==> src/rtl/pipeline_stall_ctrl_pkg.sv <==
// rtl/pipeline_stall_ctrl_pkg.sv - shared state, hazard-class and control-bundle definitions
package pipeline_stall_ctrl_pkg;

    localparam int CNT_W = 16;

    typedef enum logic [1:0] {
        ST_IDLE       = 2'b00,
        ST_RUN        = 2'b01,
        ST_BR_RESOLVE = 2'b10,
        ST_MEM_WAIT   = 2'b11
    } state_t;

    localparam logic [1:0] HZ_NONE     = 2'b00;
    localparam logic [1:0] HZ_LOAD_USE = 2'b01;
    localparam logic [1:0] HZ_BRANCH   = 2'b10;
    localparam logic [1:0] HZ_JUMP     = 2'b11;

    typedef struct packed {
        logic pc_write;
        logic ifid_write;
        logic ifid_flush;
        logic idex_bubble;
        logic exmem_hold;
    } ctrl_t;

    localparam ctrl_t CTRL_NONE = '{default: 1'b0};

endpackage

==> src/rtl/pipeline_stall_ctrl_sat_counter.sv <==
// rtl/pipeline_stall_ctrl_sat_counter.sv - saturating event counter with synchronous clear
module sat_counter #(
    parameter int WIDTH = 16
) (
    input  logic             clk,
    input  logic             clr,
    input  logic             en,
    output logic [WIDTH-1:0] count
);

    // Holds at all-ones rather than wrapping so long stalls never read as short ones.
    always_ff @(posedge clk) begin
        if (clr) begin
            count <= '0;
        end else if (en && (count != {WIDTH{1'b1}})) begin
            count <= count + 1'b1;
        end
    end

endmodule

==> src/rtl/pipeline_stall_ctrl.sv <==
// rtl/pipeline_stall_ctrl.sv - hazard/stall/flush sequencing for a 5-stage pipeline
module pipeline_stall_ctrl
    import pipeline_stall_ctrl_pkg::*;
(
    input  logic             clk_i,
    input  logic             rst_i,
    input  logic             start_i,
    input  logic             HD_i,
    input  logic [1:0]       type_i,
    input  logic             branch_taken_i,
    input  logic             mem_stall_i,
    output logic             PC_write_o,
    output logic             IFID_write_o,
    output logic             IFID_flush_o,
    output logic             IDEX_bubble_o,
    output logic             EXMEM_hold_o,
    output logic [CNT_W-1:0] stall_cnt_o,
    output logic [CNT_W-1:0] flush_cnt_o
);

    state_t state;
    state_t next_state;
    state_t saved_state;
    state_t next_saved;
    state_t eff_state;
    ctrl_t  ctrl;
    logic   stall_inc;
    logic   flush_inc;

    always_ff @(posedge clk_i) begin
        if (rst_i) begin
            state       <= ST_IDLE;
            saved_state <= ST_RUN;
        end else begin
            state       <= next_state;
            saved_state <= next_saved;
        end
    end

    // MEM_WAIT behaves as the interrupted state once memory releases, so decode from eff_state.
    always_comb begin
        ctrl       = CTRL_NONE;
        next_state = state;
        next_saved = saved_state;
        eff_state  = (state == ST_MEM_WAIT) ? saved_state : state;

        if (state == ST_IDLE) begin
            if (start_i) begin
                next_state = ST_RUN;
            end
        end else if (mem_stall_i) begin
            ctrl.exmem_hold = 1'b1;
            next_saved      = eff_state;
            next_state      = ST_MEM_WAIT;
        end else begin
            case (eff_state)
                ST_BR_RESOLVE: begin
                    ctrl.pc_write   = 1'b1;
                    ctrl.ifid_flush = branch_taken_i;
                    ctrl.ifid_write = !branch_taken_i;
                    next_state      = ST_RUN;
                end
                default: begin
                    next_state = ST_RUN;
                    if (!HD_i) begin
                        ctrl.pc_write   = 1'b1;
                        ctrl.ifid_write = 1'b1;
                    end else begin
                        case (type_i)
                            HZ_BRANCH: begin
                                ctrl.ifid_flush = 1'b1;
                                next_state      = ST_BR_RESOLVE;
                            end
                            HZ_JUMP: begin
                                ctrl.pc_write   = 1'b1;
                                ctrl.ifid_flush = 1'b1;
                            end
                            default: begin
                                ctrl.idex_bubble = 1'b1;
                            end
                        endcase
                    end
                end
            endcase
        end
    end

    assign PC_write_o    = ctrl.pc_write;
    assign IFID_write_o  = ctrl.ifid_write;
    assign IFID_flush_o  = ctrl.ifid_flush;
    assign IDEX_bubble_o = ctrl.idex_bubble;
    assign EXMEM_hold_o  = ctrl.exmem_hold;

    assign stall_inc = (state != ST_IDLE) && !ctrl.pc_write;
    assign flush_inc = ctrl.ifid_flush;

    sat_counter #(.WIDTH(CNT_W)) u_stall_cnt (
        .clk   (clk_i),
        .clr   (rst_i),
        .en    (stall_inc),
        .count (stall_cnt_o)
    );

    sat_counter #(.WIDTH(CNT_W)) u_flush_cnt (
        .clk   (clk_i),
        .clr   (rst_i),
        .en    (flush_inc),
        .count (flush_cnt_o)
    );

endmodule

==> config.mk <==
export PLATFORM = sky130hd
export DESIGN_NAME = pipeline_stall_ctrl
export DESIGN_NICKNAME = d
export VERILOG_FILES = /design/src/rtl/pipeline_stall_ctrl_pkg.sv /design/src/rtl/pipeline_stall_ctrl_sat_counter.sv /design/src/rtl/pipeline_stall_ctrl.sv
export SDC_FILE = /design/constraint.sdc
export NUM_CORES = 1
export LEC_CHECK = 0
export CELL_PAD_IN_SITES_DETAIL_PLACEMENT = 1
export CELL_PAD_IN_SITES_GLOBAL_PLACEMENT = 1
export CORE_UTILIZATION = 39
export DETAILED_ROUTE_END_ITERATION = 12
export GPL_TIMING_DRIVEN = 1
export PLACE_DENSITY = 0.92
export SKIP_CTS_REPAIR_TIMING = 1
export SYNTH_ARGS = -nofsm -noshare
export SYNTH_HDL_FRONTEND = slang
export SYNTH_SLANG_ARGS = --single-unit
==> constraint.sdc <==
create_clock -name clk_i -period 3.35 [get_ports clk_i]
set_input_delay 0.335 -clock clk_i [delete_from_list [all_inputs] [get_ports clk_i]]
set_output_delay 0.335 -clock clk_i [all_outputs]
set_load 0.005 [all_outputs]
==> results of run 1 <==
[stage by stage]
step                worst slack, ps  instances  power [mW]  utilization, %
floorplan                      1500        234       0.494               -
global placement                897        340       0.524            51.8
detailed placement              823        340       0.528            51.8
CTS                             732        347       0.821            53.4
global route                    503        347       0.846            53.4
finish                          728        347       0.813            53.4
[worst max-delay path, delay by kind of cell, from the launching register on]
family,cells,cell delay [ps]
AND/OR/NAND/NOR,1,150
flip-flops,1,450
buffers and inverters,2,690
AO/OA/AOI/OAI,2,720
[kinds of logic (layout without fill, tap and decap cells)]
| logic type | Yosys count | count (layout) | synth area share (%) |
|---|---|---|---|
| fa+ha+maj | 2 | 2 | 1.28 |
| mux | 14 | 14 | 7.78 |
| xor+xnor | 7 | 7 | 3.13 |
| flops | 36 | 36 | 36.7 |
| compound gates | 41 | 41 | 14.9 |
| buf+inv | 15 | 61 | 3.12 |
| simple gates | 119 | 119 | 33.0 |
[sequential cells by signal, summed over array words and instances (netlist names)]
register,cells
saved_state,2
u_stall_cnt.count,16
state,2
u_flush_cnt.count,16
[power by group through the flow]
stage / registers, mW / clock network, mW / logic, mW
after global routing: 0.444 / 0.317 / 0.0843
after global placement: 0.452 / 0 / 0.0726
final: 0.443 / 0.295 / 0.0757
after CTS: 0.443 / 0.302 / 0.0761
after detailed placement: 0.452 / 0 / 0.0753
after floorplan: 0.450 / 0 / 0.0432
[metal layers]
metal	track usage, %	up-vias	share of wire (%)
met2	35.8	40	48
met4	7.41	0	1.9
li1	-	950	-
met3	4.56	7	4.0
met1	27.2	940	46
met5	0	-	0
[cells in the mapped netlist, drive strengths merged]
master	number	area share (%)
and4bb	1	0.64
nand3	11	2.8
mux2i	4	2.0
nor2b	11	3.5
ha	2	1.3
or4	4	1.5
nor4	7	2.6
o21a	1	0.38
o2111ai	1	0.45
nand4	11	3.8
and4	2	0.89
a21bo	1	0.51
o21ai	6	1.5
a21oi	16	4.1
o31ai	3	1.1
mux2	10	5.7
a31o	1	0.45
inv	6	1.1
buf	5	1.2
dfxtp	36	37
nor3	9	2.3
and3	3	0.96
nor3b	4	1.5
nand2	12	2.3
xor2	7	3.1
o21bai	3	1.1
a311oi	1	0.45
o211a	2	1.0
o2111a	1	0.57
a31oi	1	0.32
a211oi	1	0.64
nor2	30	5.7
or2	1	0.32
clkbuf	4	0.77
nand2b	6	1.9
o211ai	1	0.38
or3	7	2.2
a2111oi	2	1.8
[worst max path at each step]
stage | from | endpoint | slack (ps) | cells past startpoint
final | state[1] | IFID_write_o | 730 | 5
after global placement | mem_stall_i | u_stall_cnt.count[3] | 900 | 6
after floorplan | u_flush_cnt.count[4] | u_flush_cnt.count[15] | 1500 | 5
after CTS | state[1] | IFID_write_o | 730 | 5
after detailed placement | mem_stall_i | u_stall_cnt.count[3] | 820 | 6
after global routing | state[1] | IFID_write_o | 500 | 5
[area by class of cell]
type                       count  area share (%)
inverter                       6           0.881
sequential                    36            28.2
timing repair buffer          48            18.4
clock buffer                   6            2.84
tap                           67            3.28
clock inverter                 1           0.196
multi-input combinational    183            46.2
[cells in the final DEF (no fill, tap or decap), drive strengths merged, types with 6 or more instances in the layout]
| cell type | count |
|---|---|
| a21oi | 16 |
| clkbuf | 6 |
| clkdlybuf4s50 | 44 |
| dfxtp | 36 |
| inv | 6 |
| mux2 | 10 |
| nand2 | 12 |
| nand2b | 6 |
| nand3 | 11 |
| nand4 | 11 |
| nor2 | 30 |
| nor2b | 11 |
| nor3 | 9 |
| nor4 | 7 |
| o21ai | 6 |
| or3 | 7 |
| xor2 | 7 |
==> results.toml, run 1 <==
[cts]
clk-insertion-delay-late_ps = 290
tritoncts.num_buffers = 5
clkSinkCount = 36
cts_max_path_buffers = 2
root_buffer = "clkbuf_8"
htree_num_levels = 2
tritoncts = "built"
cts.clk_slew.worst_paths_ps = 70

[route]
drt-pass1-iter-count = 4
avgViaCountPerCell = 5.58
sum_of_routed_wire_length_over_all_layers_um = 5330
vias_after_detailed_routing = 1937
drtAntennaViolNets = 0
drt_drc_violations_left = 0
routed_wire_length_per_instance_um = 15.4
initialDrtViolationCount = 96

[grt]
grt_start_max_net_pins = 24
initial_antenna_violation_count = 0
first_global_vias = 1881
grt_pass1_wl_um = 8780
overflow = 0
grt_util_all_layers_pct = 21.4

[final_layout]
fillers = 579
post_route_cells_drive_above_1_share_pct = 9.64
area.growth.synth_to_final_pct = 30.2
antenna-diode-count = 0
multiInputGateArea_um2 = 1180
register_area_um2 = 721
nets = 290
final_area_um2 = 2550

[placed_design]
dp_hpwl_um = 3670
gpl.final_weighted_congestion = 0.789
place_area_um2 = 2480
number_of_i_o_port_buffers = 44

[worst_setup_path]
critPathLaunchType = "register"
timing.reg2reg.setup_slack_ps = 1230
critical-path-max-stage-delay_ps = 580
r2r_start = "u_stall_cnt.count[4]"
critPathMaxFanout = 7
crit-reg2reg-capture = "u_stall_cnt.count[1]"
cp_data_arrival_time_ps = 2290
worst_ep_required_time_ps = 3010
timing.setup.critical_path_class = "register to output pin"
timing.critical_path.cells = "inv_1, a21oi_1, nor2b_1, a2111oi_0, clkdlybuf4s50_1"
worst_r2r_path_depth = 5
cp-end-kind = "output pin"
cpMaxStageDelayCell = "clkdlybuf4s50_1"

[sta]
totalNegativeSetupSlack_ps = 0
report.final.slew_viol_count = 0
layout_worst_path_cycle_share_pct = 78.3
final-hold-violation-count = 0
timing.clock.skew_ps = 8.70
rsz0062_at_grt = "no"
worst_margin_pin_slew_ps = 735
final.min_clock_period_ps = 2620
worst_slew_margin_rel_pct = 50.6
timing.final.setup_violations = 0
fmaxAchievable_mhz = 381
fin_hold_ws_ps = 518

[run_status]
result_of_the_run = "finished, final reports clean"

[power_and_ir_drop]
power.ir.vdd_worst_mv = 0.158
power.internal_mw = 0.611
pwr_density_cell_nw_per_um2 = 318
power.share.sequential_pct = 54.4
sw_share_pct = 24.9
p_switching_mw = 0.202
static-leakage-power_nw = 0.879
power.share.clock_pct = 36.3
pwr-share-comb_pct = 9.3

[min_path]
worstHoldEndpoint = "u_flush_cnt.count[15]"
whs_path_depth = 2
hp-start = "u_flush_cnt.count[15]"
worst_hold_path_type = "register to register"

[logic_synthesis]
yosys.cell_types.count = 42
mappedNetlistArea_um2 = 1960
count_of_synthesis_stage_warnings_from_yosys = 0
synth_seq_cells = 36
postSynthNetCount = 244
synth.yosys.seq_area_share_pct = 36.7
syn_inst = 234
syn-mean-instance-area_um2 = 8.38

[floorplanning]
die_width_um = 72.9
rows = 25
initial_core_util_pct = 41.0
ioPinCount = 45
design.die.area_um2 = 5320
fp.coreArea_um2 = 4790
die_h_um = 72.9

[job]
max-cap-violations = 0
Power figures use the tool's default switching activity.
==> run 2: changes to the inputs <==
Settings changed: CORE_UTILIZATION 39 to 33, PLACE_DENSITY 0.92 to 0.83.
Clock period 3.35 ns to 2.2 ns, I/O delays scaled along.
==> results.toml, run 2 (synthesis gave the netlist of run 1 again) <==
[run_status]
result_of_the_run = "finished, final reports clean"

[placed_design]
place_inst = 355
dp_hpwl_um = 3940
gpl.final_weighted_congestion = 0.788
number_of_i_o_port_buffers = 44

[power_and_ir_drop]
static-leakage-power_nw = 0.987
pwr-share-comb_pct = 10.9
power.share.clock_pct = 37.7
power.share.sequential_pct = 51.4
sw_share_pct = 24.7
p_switching_mw = 0.324
power.ir.vdd_worst_mv = 0.216
pwr_density_cell_nw_per_um2 = 479
power.internal_mw = 0.989

[cts]
cts_max_path_buffers = 2
root_buffer = "clkbuf_8"
clkSinkCount = 36
htree_num_levels = 2
clk-insertion-delay-late_ps = 290
cts.clk_slew.worst_paths_ps = 70
tritoncts.num_buffers = 5
tritoncts = "built"

[floorplanning]
fp.coreArea_um2 = 5610
rows = 27
die_h_um = 79.1
design.die.area_um2 = 6260
initial_core_util_pct = 35.0
ioPinCount = 45
die_width_um = 79.1

[worst_setup_path]
critPathMaxFanout = 4
critPathBufInv = 3
cp_data_arrival_time_ps = 1940
critical-path-max-stage-delay_ps = 500
cpMaxStageDelayCell = "clkdlybuf4s50_1"
timing.critical_path.cells = "nand2b_1, a21oi_2, buf_4, nor2b_1, buf_4, nand2_1, nor2_1, clkdlybuf4s50_1"
timing.setup.critical_path_class = "register to output pin"
critPathLaunchType = "register"
r2r_start = "state[1]"
cp-end-kind = "output pin"
critical_path_s_most_frequent_cell = "buf_4"
worst_ep_required_time_ps = 1980
startpoint = "saved_state[0]"
path_delay_family = "buffers and inverters"

[final_layout]
area.growth.synth_to_final_pct = 39.6
antenna-diode-count = 0
nets = 306
biggestRegsByFlops = "u_flush_cnt.count (16), u_stall_cnt.count (16)"
number_of_standard_cells_in_the_final_layout_excluding_fillers = 369
layout_commonest_cell = "clkdlybuf4s50_1"
fillers = 692
most-common-layout-cells = "43 x clkdlybuf4s50_1, 34 x dfxtp_1, 29 x nor2_1"
post_route_cells_drive_above_1_share_pct = 16.8

[sta]
layout_worst_path_cycle_share_pct = 98.3
worst_margin_pin_slew_ps = 373
fin_hold_ws_ps = 533
final.min_clock_period_ps = 2160
timing.final.setup_violations = 0
report.final.slew_viol_count = 0
worst_slew_margin_rel_pct = 74.9
timing.clock.skew_ps = 7.63
final-hold-violation-count = 0
fmaxAchievable_mhz = 462

[route]
drt_drc_violations_left = 0
avgViaCountPerCell = 5.49
vias_after_detailed_routing = 2024
initialDrtViolationCount = 53
drt-pass1-iter-count = 4
sum_of_routed_wire_length_over_all_layers_um = 5760
drtAntennaViolNets = 0
routed_wire_length_per_instance_um = 15.6

[grt]
grt_pass1_wl_um = 9130
initial_antenna_violation_count = 0
first_global_vias = 1954
grt_util_all_layers_pct = 18.4
grt_start_max_net_pins = 39
overflow = 0

[job]
max-cap-violations = 0

[min_path]
hp-start = "u_flush_cnt.count[15]"
worst_hold_path_type = "register to register"
-- run 2: layer usage --
| metal | wire [µm] | global-route usage [%] | vias to the layer above |
|---|---|---|---|
| li1 | - | - | 981 |
| met1 | 2610 | 23.3 | 1010 |
| met2 | 2930 | 31.0 | 25 |
| met3 | 134 | 3.22 | 8 |
| met4 | 90 | 6.55 | 0 |
| met5 | 0 | 0 | - |
-- run 2: power groups by stage --
stage	sequential (mW)	clock, mW	combinational [mW]
floorplan	0.686	0	0.0658
global placement	0.687	0	0.124
detailed placement	0.688	0	0.128
CTS	0.672	0.509	0.129
global route	0.676	0.533	0.157
finish	0.675	0.495	0.144
-- run 2: area by class of cell --
type                       count  area [µm²]  area share, %
clock buffer                   8        90.1           3.29
inverter                       6        22.5          0.822
timing repair buffer          64         607           22.2
tap                           72        90.1           3.29
sequential                    36         723           26.4
multi-input combinational    183        1210           44.0
-- run 2: worst reg2reg max path: stages (launching register included) --
cell and delay (ps):
dfxtp_1 330, buf_4 150, nor2_4 60, nor3b_1 250, mux2i_2 130, buf_6 150, buf_12 130, nor4_1 330
mux2_2 380
-- run 2: worst paths after layout --
| kind | cells after the start | end | slack (ps) |
|---|---|---|---|
| setup reg to reg | 8 | u_flush_cnt.count[8] | 190 |
| hold reg to reg | 2 | u_flush_cnt.count[15] | 530 |
| hold / removal | 2 | u_flush_cnt.count[15] | 530 |
| setup / recovery | 8 | IDEX_bubble_o | 40 |
-- run 2: through the flow --
stage / cell area, µm² / setup WS (ps) / util, % / setup TNS, ps / total power [mW]
floorplan: 1960 / 355 / - / 0 / 0.752
global placement: 2560 / 131 / 45.6 / 0 / 0.811
detailed placement: 2560 / 65.2 / 45.6 / 0 / 0.816
CTS: 2650 / -177 / 47.2 / -280 / 1.31
global route: 2740 / -30.3 / 48.8 / -30.3 / 1.37
finish: 2740 / 37.8 / 48.8 / 0 / 1.31
